==> config.mk <==
export PLATFORM = sky130hd
export DESIGN_NAME = inst_fetch_queue
export DESIGN_NICKNAME = d
export VERILOG_FILES = /design/src/rtl/inst_fetch_queue.sv
export SDC_FILE = /design/constraint.sdc
export NUM_CORES = 1
export LEC_CHECK = 0
export CORE_AREA = 2 2 200 202
export DETAILED_ROUTE_END_ITERATION = 8
export DIE_AREA = 0 0 202 204
export GPL_TIMING_DRIVEN = 0
export PLACE_DENSITY_LB_ADDON = 0.3
export SYNTH_ARGS = -nofsm -noshare
export SYNTH_HDL_FRONTEND = slang
export SYNTH_SLANG_ARGS = --single-unit
export TNS_END_PERCENT = 10
==> constraint.sdc <==
create_clock -name clk -period 3.7 [get_ports clk]
set_input_delay 0.925 -clock clk [delete_from_list [all_inputs] [get_ports clk]]
set_output_delay 0.925 -clock clk [all_outputs]
set_load 0.005 [all_outputs]
==> src/rtl/inst_fetch_queue.sv <==
// ============================================================================
// Module   : inst_fetch_queue
// Brief    : RV32I fetch stage - owns the fetch PC, reads the ROM and buffers
//            {pc, instr} pairs in a prefetch FIFO handed to decode.
// Revision : 1.0 - initial release
// ============================================================================
`default_nettype none

module inst_fetch_queue #(
    parameter logic [31:0] RESET_PC = 32'h0000_0000,
    parameter int          DEPTH    = 4
) (
    input  logic                     clk,
    input  logic                     reset,
    output logic [31:0]              rom_addr,
    input  logic [31:0]              rom_data,
    input  logic                     redirect_valid,
    input  logic [31:0]              redirect_pc,
    output logic                     inst_valid,
    input  logic                     inst_ready,
    output logic [31:0]              inst_data,
    output logic [31:0]              inst_pc,
    output logic [$clog2(DEPTH):0]   fifo_count
);

    localparam int c_ADDR_W = $clog2(DEPTH);
    localparam int c_CNT_W  = c_ADDR_W + 1;

    logic [31:0]         r_fpc;
    logic [c_ADDR_W-1:0] r_wptr;
    logic [c_ADDR_W-1:0] r_rptr;
    logic [c_CNT_W-1:0]  r_count;
    logic [31:0]         r_pc_mem    [DEPTH];
    logic [31:0]         r_instr_mem [DEPTH];

    logic                w_full;
    logic                w_enq;
    logic                w_deq;
    logic                w_wr_en;
    logic [31:0]         w_target;

    // Full is judged on the registered count, so a dequeue never frees a slot
    // for an enqueue in the same cycle.
    assign w_full     = (r_count == c_CNT_W'(DEPTH));
    assign w_enq      = !w_full;
    assign w_deq      = inst_valid && inst_ready;
    assign w_wr_en    = !reset && !redirect_valid && w_enq;
    assign w_target   = redirect_pc & 32'hFFFF_FFFC;

    assign rom_addr   = r_fpc;
    assign inst_valid = (r_count != '0);
    assign inst_data  = inst_valid ? r_instr_mem[r_rptr] : 32'h0;
    assign inst_pc    = inst_valid ? r_pc_mem[r_rptr]    : 32'h0;
    assign fifo_count = r_count;

    always_ff @(posedge clk) begin
        if (reset) begin
            r_fpc   <= RESET_PC;
            r_wptr  <= '0;
            r_rptr  <= '0;
            r_count <= '0;
        end else if (redirect_valid) begin
            r_fpc   <= w_target;
            r_wptr  <= '0;
            r_rptr  <= '0;
            r_count <= '0;
        end else begin
            if (w_enq) begin
                r_fpc  <= r_fpc + 32'd4;
                r_wptr <= r_wptr + c_ADDR_W'(1);
            end
            if (w_deq) begin
                r_rptr <= r_rptr + c_ADDR_W'(1);
            end
            case ({w_enq, w_deq})
                2'b10:   r_count <= r_count + c_CNT_W'(1);
                2'b01:   r_count <= r_count - c_CNT_W'(1);
                default: r_count <= r_count;
            endcase
        end
    end

    // Storage needs no reset: occupancy alone decides what is visible.
    always_ff @(posedge clk) begin
        if (w_wr_en) begin
            r_pc_mem[r_wptr]    <= r_fpc;
            r_instr_mem[r_wptr] <= rom_data;
        end
    end

endmodule

`default_nettype wire

* Word level (Yosys, flattened, before mapping) *
Memories as Yosys holds them, arrays and structs flattened. A register that Yosys moved wholly into a read port is not among the register bits.
Cells that the tools add are included.
W data, S select, Z words.

cells by class
  $add $sub $neg = 5
  multipliers = 0
  div/mod/pow operators = 0
  order comparisons = 0
  equality and inequality tests = 4
  shift-type cells = 0
  mux-type cells = 11
  bitwise gates (word level) = 0
  reduce and logical (&&, ||, !) cells = 9

operator list
  cell                     number
  $mux W32                 4
  $add A32 B3 Y32 const B  1
  $mux W2                  4
  $pmux W3 S2              1
  $add A2 B1 Y2 const B    2
  $add A3 B1 Y3 const B    1
  $eq A3 B3 Y1 const B     1
  $logic_and A1 B1 Y1      3
  $logic_not A1 Y1         3
  $reduce_bool A3 Y1       1
  $sub A3 B1 Y3 const B    1
  $eq A2 B1 Y1 const B     1
  $eq A2 B2 Y1 const B     1
  $mux W1                  2
  $ne A2 B2 Y1 const B     1
  $reduce_bool A2 Y1       1
  $reduce_or A2 Y1         1

word-level totals
  bits in registers = 39
  bits in latches = 0
  bits in writable memories = 256
  memory bits (read-only) = 0
  bits of input ports = 68
  output and inout port bits = 100
  memories kept = 2

memory list
  memory       words  bits a word  read ports  clocked after Yosys merged registers in  write ports  RTL line  RTL
  r_instr_mem  4      32           1           1                                        1            34        logic [31:0] r_instr_mem [DEPTH];
  r_pc_mem     4      32           1           1                                        1            33        logic [31:0] r_pc_mem [DEPTH];

* Depth between registers and ports, before layout *
  depth after elaboration = 5
  mapped depth = 9
  gate-level depth less buffers = 7

* Worst setup path before layout *
No wires, ideal clock.

  path kind = in2reg
  start point = input reset
  end point = memory r_instr_mem[0][0], enable pin
  library setup time = 0.427 ns
  data arrival time = 3.249 ns
  data required time = 3.273 ns
  setup slack = 0.024 ns
  cell stages on the path = 5
  path buffers = 2
  path through = clkbuf_1 -> or2_2 -> clkbuf_1 -> nor2_1 -> and2_1

between the ends
  word-level cells in the longest chain between the ends = 5

ends and longest elaborated chain
  item                               RTL line  RTL
  start, declared                    14        input logic reset,
  $logic_not A1 Y1                   47        assign w_wr_en = !reset && !redirect_valid && w_enq;
  $logic_and A1 B1 Y1 (2 in series)  47
  $mux W1                            85        if (w_wr_en) begin
  $mux W1 (implied by the code)      87        r_instr_mem[r_wptr] <= rom_data;
  end, declared                      34

No other way between the ends.

* Worst setup path after layout *
  start point = register r_count[0] (netlist: fifo_count[0])
  end point = output inst_data[5]

between the ends
  word-level cells in the longest chain between the ends = 2

ends and longest elaborated chain
  item                    RTL line  RTL
  start, declared         32        logic [c_CNT_W-1:0] r_count;
  start signal, assigned  76        2'b10: r_count <= r_count + c_CNT_W'(1);
  start signal, assigned  77        2'b01: r_count <= r_count - c_CNT_W'(1);
  start signal, assigned  78        default: r_count <= r_count;
  $reduce_bool A3 Y1      51        assign inst_valid = (r_count != '0);
  $mux W32                52        assign inst_data = inst_valid ? r_instr_mem[r_rptr] : 32'h0;
  end, declared           21        output logic [31:0] inst_data,

No other way between the ends.

==> out/summary.md <==
Clock tree synthesis found a total of 287 sinks. The share of post-route cells with drive strength above 1 is 0.1600. Of all nets on the critical path, the largest fanout is 10.

Summed over all nets, the switching power comes to 1.554 mW. Die width: 202 um. Internal power comes to 5.499 mW. STA puts the critical path data required time at 2.77 ns. Maximum clock frequency: 286.0 MHz. For this run, the number of Yosys warnings is 0. STA classifies the critical path endpoint as an output port.

The tools report the share of the core filled with cells as 0.3812. The start-to-end type of the worst setup path was reg2out. The busiest metal layer after global routing was met2. Slowest cell on the critical path: sky130_fd_sc_hd__clkdlybuf4s50_1. Setup repair after global routing left no endpoint under its margin.

In this run the post-CTS setup repair buffer count came out at 0. The post-route clock period utilization was 0.9449. The netlist uses 46 different library cells. The final-report setup violation count came out at 0.

The clock passes through at most 3 buffers. The combinational share of power came out at 0.072. The logs give 41210 um^2 for the area enclosed by the die boundary and 28440 um for the sum of routed wire length over all layers. The first global-routing pass estimated 43440 um of wire. The post-synthesis area per instance is 17.21 um^2, and the CTS buffer count is 31. The logs give 0.01656 ns for the clock skew and 1 for the number of H-tree levels. The tools report the proportion of power drawn by the clock network as 0.405. The met1 demand-to-capacity share in global routing came out at 0.1952. For the worst-skew pair, the clock arrives at the later sink with an insertion delay of 0.57 ns. The critical path goes through or3_1 > clkbuf_4 > clkbuf_2 > and2_1 > clkdlybuf4s50_1.

For the pin with the worst max-slew slack, the measured transition is 1.177 ns. The tools report the clock root buffer as sky130_fd_sc_hd__clkbuf_16. The tools report the max-slew violation count as 0. For the worst setup path, the data arrival time is 2.57 ns. The run finished with clean final reports. The worst hold path endpoint was r_wptr[1].

The final sum of negative setup slack came out at 0 ns. For the via count of the first global-routing pass, the log shows 6902. TritonCTS built the clock tree. The worst slew margin relative to its limit is 0.2081.

Compared with the post-synthesis result, the final layout area differs by 28.92%. Entering global routing, the biggest net connects 46 pins. In this run the critical register-to-register path is captured at r_instr_mem[2][4].

In this run, synthesis produced a sequential element count of 287. The number of nets with antenna violations after detailed routing was 0; the count of hold buffers inserted by post-cts repair was 0. Row generation in the floorplan step produced 73 rows. The switching power share of the total was 0.2203; the register-to-register path setup slack was 1.04 ns. The tightest min-delay check is of the reg2reg type. In the synthesized netlist, the number of instances is 673. The floorplan step defined a core boundary enclosing 39180 um^2. The run gives 14940 um^2 as the area of all placed cells without fillers.

Startpoint of the most critical register-to-register path: fifo_count[0]. The tools report the met2 track demand over resource as 0.2215. The worst hold path stage count was 2; the number of optimization iterations in the first detailed-route pass was 5.

The part of the total power dissipated in sequential elements was 0.523. The tools report the count of unresolved DRC violations after routing as 0. The worst path in the final design needs a cycle of 3.496 ns, including I/O delays and setup.

Port buffering added 160 buffers. The final count of hold timing violations was 0. The worst register-to-register path has a depth of 7. The tools report the instance area after placement as 13970 um^2. After detailed routing, the number of vias per cell comes to 4.683.

For the number of antenna violations at the first check in global routing, the log shows 0. After clock tree synthesis, the repair step resized 29 gates. The routed wire length per instance is 20.05 um. The number of design-rule violations left by the first detailed-router iteration is 449. The worst-case IR drop observed on VDD is 0.0002914 V. At the end of routability-driven placement, the weighted congestion stood at 0.8163. The wire-length estimate of the detail-placed layout is 18570 um. The tools report the startpoint of the tightest hold check path as r_wptr[1].

The run gives 0 as the antenna diode instance count. The initial core utilization was 0.2957. Cell family contributing the most delay on the critical path: buffers and inverters.

The worst setup path is launched from a flop. The total overflow left after global routing is 0. After synthesis the cells add up to 11580 um^2. Dividing total power by cell area gives a power density of 472.2 nW/um^2.

Measured along the y axis, the die boundary spans 204 um. The run gives 0 as the number of max-cap violations. The buffer and inverter count on the worst path came out at 3. Clock-pin slew was measured on the worst setup and hold paths at 0.06 ns. The total track usage was 0.1396. In the final design database the tool counted 945 nets. The post-synthesis sequential area ratio came out at 0.7102.

The worst stage delay on the critical path was 0.45 ns. The cell leakage power is 4.718 nW, and the number of vias in the routed layout is 6645. The run gives 168 as the number of placed I/O pins. The met3 demand-to-capacity share in global routing was 0.02742.
==> cells by family (layout without fill, tap and decap cells) <==
family / after synthesis / after routing / synth area share
xor gates and xnor gates: 14 / 14 / 0.01058
other: 1 / 4 / 0.0003237
DFF: 287 / 287 / 0.7102
and+or+nand+nor: 194 / 194 / 0.09645
muxes: 62 / 62 / 0.1205
adders and majority gates: 6 / 6 / 0.006480
AOI/OAI and AO/OA: 58 / 58 / 0.03575
buffers and inverters: 51 / 269 / 0.01966
==> worst max path at each step <==
stage / startpoint / endpoint / slack (ns) / cells past startpoint
4_1_cts: flop / inst_pc[21] / -0.05 / 4
2_1_floorplan: reset / r_instr_mem[0][0] / 0.02 / 5
3_3_place_gp: redirect_valid / r_instr_mem[1][2] / -1.97 / 5
6_report: fifo_count[0] / inst_data[5] / 0.20 / 5
5_1_grt: fifo_count[0] / inst_data[17] / 0.03 / 5
3_5_place_dp: flop / inst_pc[19] / -0.24 / 5
==> metrics by stage <==
| stage | power, mW | instances | worst slack (ns) | hold slack [ns] |
|---|---|---|---|---|
| after floorplan | 3.933 | 676 | 0.02442 | 0.4647 |
| after global placement | 4.268 | 1361 | -1.973 | 0.4833 |
| after detailed placement | 4.275 | 1365 | -0.2417 | 0.4862 |
| after CTS | 7.168 | 1419 | -0.04980 | 0.4947 |
| after global routing | 7.352 | 1419 | 0.03336 | 0.5089 |
| final | 7.053 | 1419 | 0.2037 | 0.4981 |
==> synthesized netlist by cell type, drive strengths merged <==
| cell type | instances | share of area |
|---|---|---|
| or4 | 4 | 0.0026 |
| or3b | 1 | 0.00076 |
| a21bo | 2 | 0.0017 |
| a21oi | 8 | 0.0035 |
| or2 | 1 | 0.00054 |
| a31o | 1 | 0.00076 |
| nand3 | 12 | 0.0052 |
| o311ai | 1 | 0.00076 |
| conb | 1 | 0.00032 |
| inv | 10 | 0.0035 |
| a2111oi | 1 | 0.00076 |
| buf | 13 | 0.0071 |
| or4b | 2 | 0.0021 |
| a211oi | 10 | 0.0065 |
| nor3 | 10 | 0.0043 |
| xnor2 | 10 | 0.0076 |
| nand4 | 14 | 0.0076 |
| xor2 | 4 | 0.0030 |
| o211ai | 1 | 0.00065 |
| ha | 6 | 0.0065 |
| o2111ai | 1 | 0.00076 |
| nor2 | 31 | 0.010 |
| or3 | 11 | 0.0059 |
| clkbuf | 28 | 0.0091 |
| and4 | 11 | 0.0083 |
| o31ai | 3 | 0.0019 |
| nand2 | 16 | 0.0052 |
| mux4 | 62 | 0.12 |
| o221ai | 1 | 0.00076 |
| o21ai | 13 | 0.0056 |
| and2 | 67 | 0.036 |
| nor4 | 5 | 0.0027 |
| dfxtp | 39 | 0.067 |
| nand3b | 2 | 0.0013 |
| and3 | 5 | 0.0027 |
| o2111a | 1 | 0.00097 |
| a221oi | 1 | 0.00076 |
| nor2b | 2 | 0.0011 |
| o22ai | 1 | 0.00054 |
| edfxtp | 248 | 0.64 |
| a311oi | 13 | 0.0098 |
==> placed cells by master (no fill, tap or decap), types with 5 or more instances in the layout <==
| cell | Yosys | layout |
|---|---|---|
| sky130_fd_sc_hd__a211oi_1 | 10 | 10 |
| sky130_fd_sc_hd__a21oi_1 | 8 | 8 |
| sky130_fd_sc_hd__a311oi_1 | 13 | 13 |
| sky130_fd_sc_hd__and2_1 | 67 | 63 |
| sky130_fd_sc_hd__and3_1 | 5 | 5 |
| sky130_fd_sc_hd__and4_1 | 11 | 11 |
| sky130_fd_sc_hd__buf_4 | 4 | 8 |
| sky130_fd_sc_hd__clkbuf_1 | 28 | 24 |
| sky130_fd_sc_hd__clkbuf_16 | 0 | 31 |
| sky130_fd_sc_hd__clkbuf_2 | 0 | 9 |
| sky130_fd_sc_hd__clkdlybuf4s50_1 | 0 | 160 |
| sky130_fd_sc_hd__clkinv_1 | 0 | 7 |
| sky130_fd_sc_hd__dfxtp_1 | 39 | 37 |
| sky130_fd_sc_hd__edfxtp_1 | 248 | 248 |
| sky130_fd_sc_hd__ha_1 | 6 | 6 |
| sky130_fd_sc_hd__inv_1 | 9 | 9 |
| sky130_fd_sc_hd__mux4_2 | 62 | 62 |
| sky130_fd_sc_hd__nand2_1 | 16 | 16 |
| sky130_fd_sc_hd__nand3_1 | 12 | 12 |
| sky130_fd_sc_hd__nand4_1 | 14 | 14 |
| sky130_fd_sc_hd__nor2_1 | 31 | 31 |
| sky130_fd_sc_hd__nor3_1 | 10 | 10 |
| sky130_fd_sc_hd__nor4_1 | 5 | 5 |
| sky130_fd_sc_hd__o21ai_0 | 13 | 13 |
| sky130_fd_sc_hd__or3_1 | 11 | 11 |
| sky130_fd_sc_hd__xnor2_1 | 10 | 10 |
==> tightest hold or removal path: stages, from the launching register on <==
cell                      delay, ns
sky130_fd_sc_hd__dfxtp_1       0.34
sky130_fd_sc_hd__nand2_1       0.06
sky130_fd_sc_hd__a21oi_1       0.05
==> state kept, by name, summed over array words and instances (netlist names), named ones only <==
| signal | flops |
|---|---|
| fifo_count | 3 |
| r_wptr | 2 |
| r_rptr | 2 |
| rom_addr | 30 |
| r_pc_mem | 120 |
| r_instr_mem | 128 |
==> power by group through the flow <==
stage	Combinational [mW]	Clock (mW)	Sequential, mW
final	0.508	2.86	3.69
after global routing	0.556	3.09	3.70
after CTS	0.521	2.96	3.69
after detailed placement	0.517	0	3.76
after global placement	0.508	0	3.76
after floorplan	0.205	0	3.73
==> routing by layer <==
layer,share of wire,routed length [um]
met3,0.058,1636
met2,0.46,13020
met4,0.020,568
met5,0,0
met1,0.46,13220
==> cell type report <==
type / count / area [um^2]
fillers: 3622 / 24250
flip-flops and latches: 287 / 8233
multi-input cells: 338 / 3151
repair buffers: 164 / 1712
clock buffers: 39 / 805.8
well taps: 525 / 656.9
plain buffers: 39 / 217.7
clock inverters: 17 / 120.1
inverters: 10 / 40.04
Note: power is estimated with default switching activity, not from simulation.
==> RTL edit: new RTL, config.mk and constraints unchanged <==
`DEPTH`: 4 -> 8.
--- a/src/rtl/inst_fetch_queue.sv
+++ b/src/rtl/inst_fetch_queue.sv
@@ -8,7 +8,7 @@
 
 module inst_fetch_queue #(
     parameter logic [31:0] RESET_PC = 32'h0000_0000,
-    parameter int          DEPTH    = 4
+    parameter int          DEPTH    = 8
 ) (
     input  logic                     clk,
     input  logic                     reset,
Interface: changed (resized fifo_count); port bits go from 168 to 169. The function was not compared with the original's and may differ.
==> RTL edit against the original RTL <==
Routed wire length up 59%. Final cell count up 31%. Highest routed layer unchanged. Final area up 72%. Area after synthesis up 82%. Setup slack worse by 110 ps. Clock power up 78%. Sequential cell count up 252. Core utilization up 27 points. Total power up 78%. Largest cell class unchanged. Largest power group unchanged.
==> RTL edit: results (changes against the original RTL) <==
Status: completed
Pre-CTS WS: -446 ps (-205 ps)
Placer Congestion: 0.822 (+0.64%)
Seq/Total Area, Yosys: 0.749 (+0.0385)
Number of flops mapped to enable cells by yosys: 496 (+100%)
Iteration-0 DRC Markers: 842 (+88%)
Initial antenna violation count: 0 (unchanged)
Hpwl dp: 28300 µm (+52%)
Via count: 10900 (+63%)
Hold_sp: r_rptr[0]
CTS root buf: clkbuf_16
Largest net degree at the start of global routing: 26 (-43%)
Number of library cell types mapped by synthesis: 44 (-4.3%)
Cell leakage power: 8.05 nW (+71%)
GR Layer Usage met1: 0.319 (+0.124)
First-pass GRT wire length: 68000 µm (+57%)
Final worst slack: 95.4 ps (-108 ps)
Drt total wl: 45200 µm (+59%)
Measured slew at the worst slew-check pin: 985 ps (-192 ps)
Max reg flops: 256 (+100%)
Fin nets: 1373 (+45%)
Number of diodes: 0 (unchanged)
CTS H-Tree Depth: 2 (+1)
Synth warn: 0 (unchanged)
Met3 Usage GRT: 0.0359 (+0.00845)
Post-synth top cells: edfxtp_1 (496), mux4_2 (124), nor2_1 (106)
Setup Skew: 15.3 ps (-1.22 ps)
IO Port Bufs: 162 (+1.3%)
Met2 GRT Util: 0.363 (+0.142)
Critical Path AT: 2680 ps (+110 ps)
Peak supply drop: 339 µV (+16%)
CTS buffer count: 52 (+68%)
Total global-route track usage: 0.223 (+0.0831)
Layout cells sized above 1: 0.217 (+0.0575)
Area contributors post-synth: edfxtp_1 (71%), mux4_2 (13%), dfxtp_1 (4.1%), mux2i_1 (3.3%), nor2_1 (1.9%)
## RTL edit: changes by cell type in the layout (fill, tap and decap cells not counted), sizes merged, moves of 15 or more
cell    unedited run  this run
edfxtp           248       496
clkinv            12        27
and2              67         2
xor2               4        19
mux2i              0        69
nor2              31       106
mux4              62       124
clkbuf            68        93
buf               14        44
## RTL edit: report_power, final
| group | internal (mW) | total (mW) | switching [mW] |
|---|---|---|---|
| registers | 6.74 | 6.85 | 0.103 |
| logic | 0.340 | 0.626 | 0.286 |
| clock network | 2.94 | 5.09 | 2.14 |
| total | 10.0 | 12.6 | 2.53 |
## RTL edit: what timing repair did
action                                  4_1_cts  5_1_grt
endpoints found under the setup margin       62       37
buffers inserted                              2        0
resized for setup                            69       15
hold endpoints to repair                      0        0
pin swaps                                     1        0
## RTL edit: area by class of cell
class,count,area (µm²)
clock buffer,58,1350
buffer,55,375
timing repair buffer,187,2120
clock inverter,35,289
sequential,539,15800
tap,525,657
fill,2579,13500
multi-input combinational,459,5110
inverter,5,21.3
## RTL edit: layer usage
| layer | part of all wire | wire length, µm |
|---|---|---|
| met5 | 0 | 0 |
| met4 | 0.018 | 819 |
| met3 | 0.065 | 2960 |
| met2 | 0.49 | 22000 |
| met1 | 0.43 | 19400 |
## RTL edit: final timing paths
path	end	slack, ps	cells past startpoint
hold / removal	r_rptr[0]	560	2
setup reg to reg	r_instr_mem[0][0]	590	9
hold reg to reg	r_rptr[0]	560	2
setup / recovery	inst_pc[19]	100	4
## RTL edit: cells by family after synthesis
kind of cell	share of synthesized area
xor gates and xnor gates	0.0154
and+or+nand+nor	0.0423
muxes	0.166
DFF	0.749
AOI/OAI and AO/OA	0.0113
other	0.000178
adders and majority gates	0.00357
buffers and inverters	0.0130
## RTL edit: worst max-delay path, cell delays in order, from the launching register on
cell             delay [ps]
dfxtp_1                 670
clkbuf_2                490
mux2i_1                 150
nor2_1                  240
clkdlybuf4s50_1         560
## RTL edit: per-stage QoR
stage / setup TNS, ps / utilization / power (mW) / instance area, µm² / std cells
after floorplan: -372440 / - / 7.20 / 21100 / 1061
after global routing: -28.3 / 0.655 / 12.9 / 25700 / 1863
after global placement: -1955780 / 0.596 / 7.56 / 23300 / 1748
after CTS: 0 / 0.655 / 12.6 / 25700 / 1863
final: 0 / 0.655 / 12.6 / 25700 / 1863
after detailed placement: -54120 / 0.610 / 7.59 / 23900 / 1771
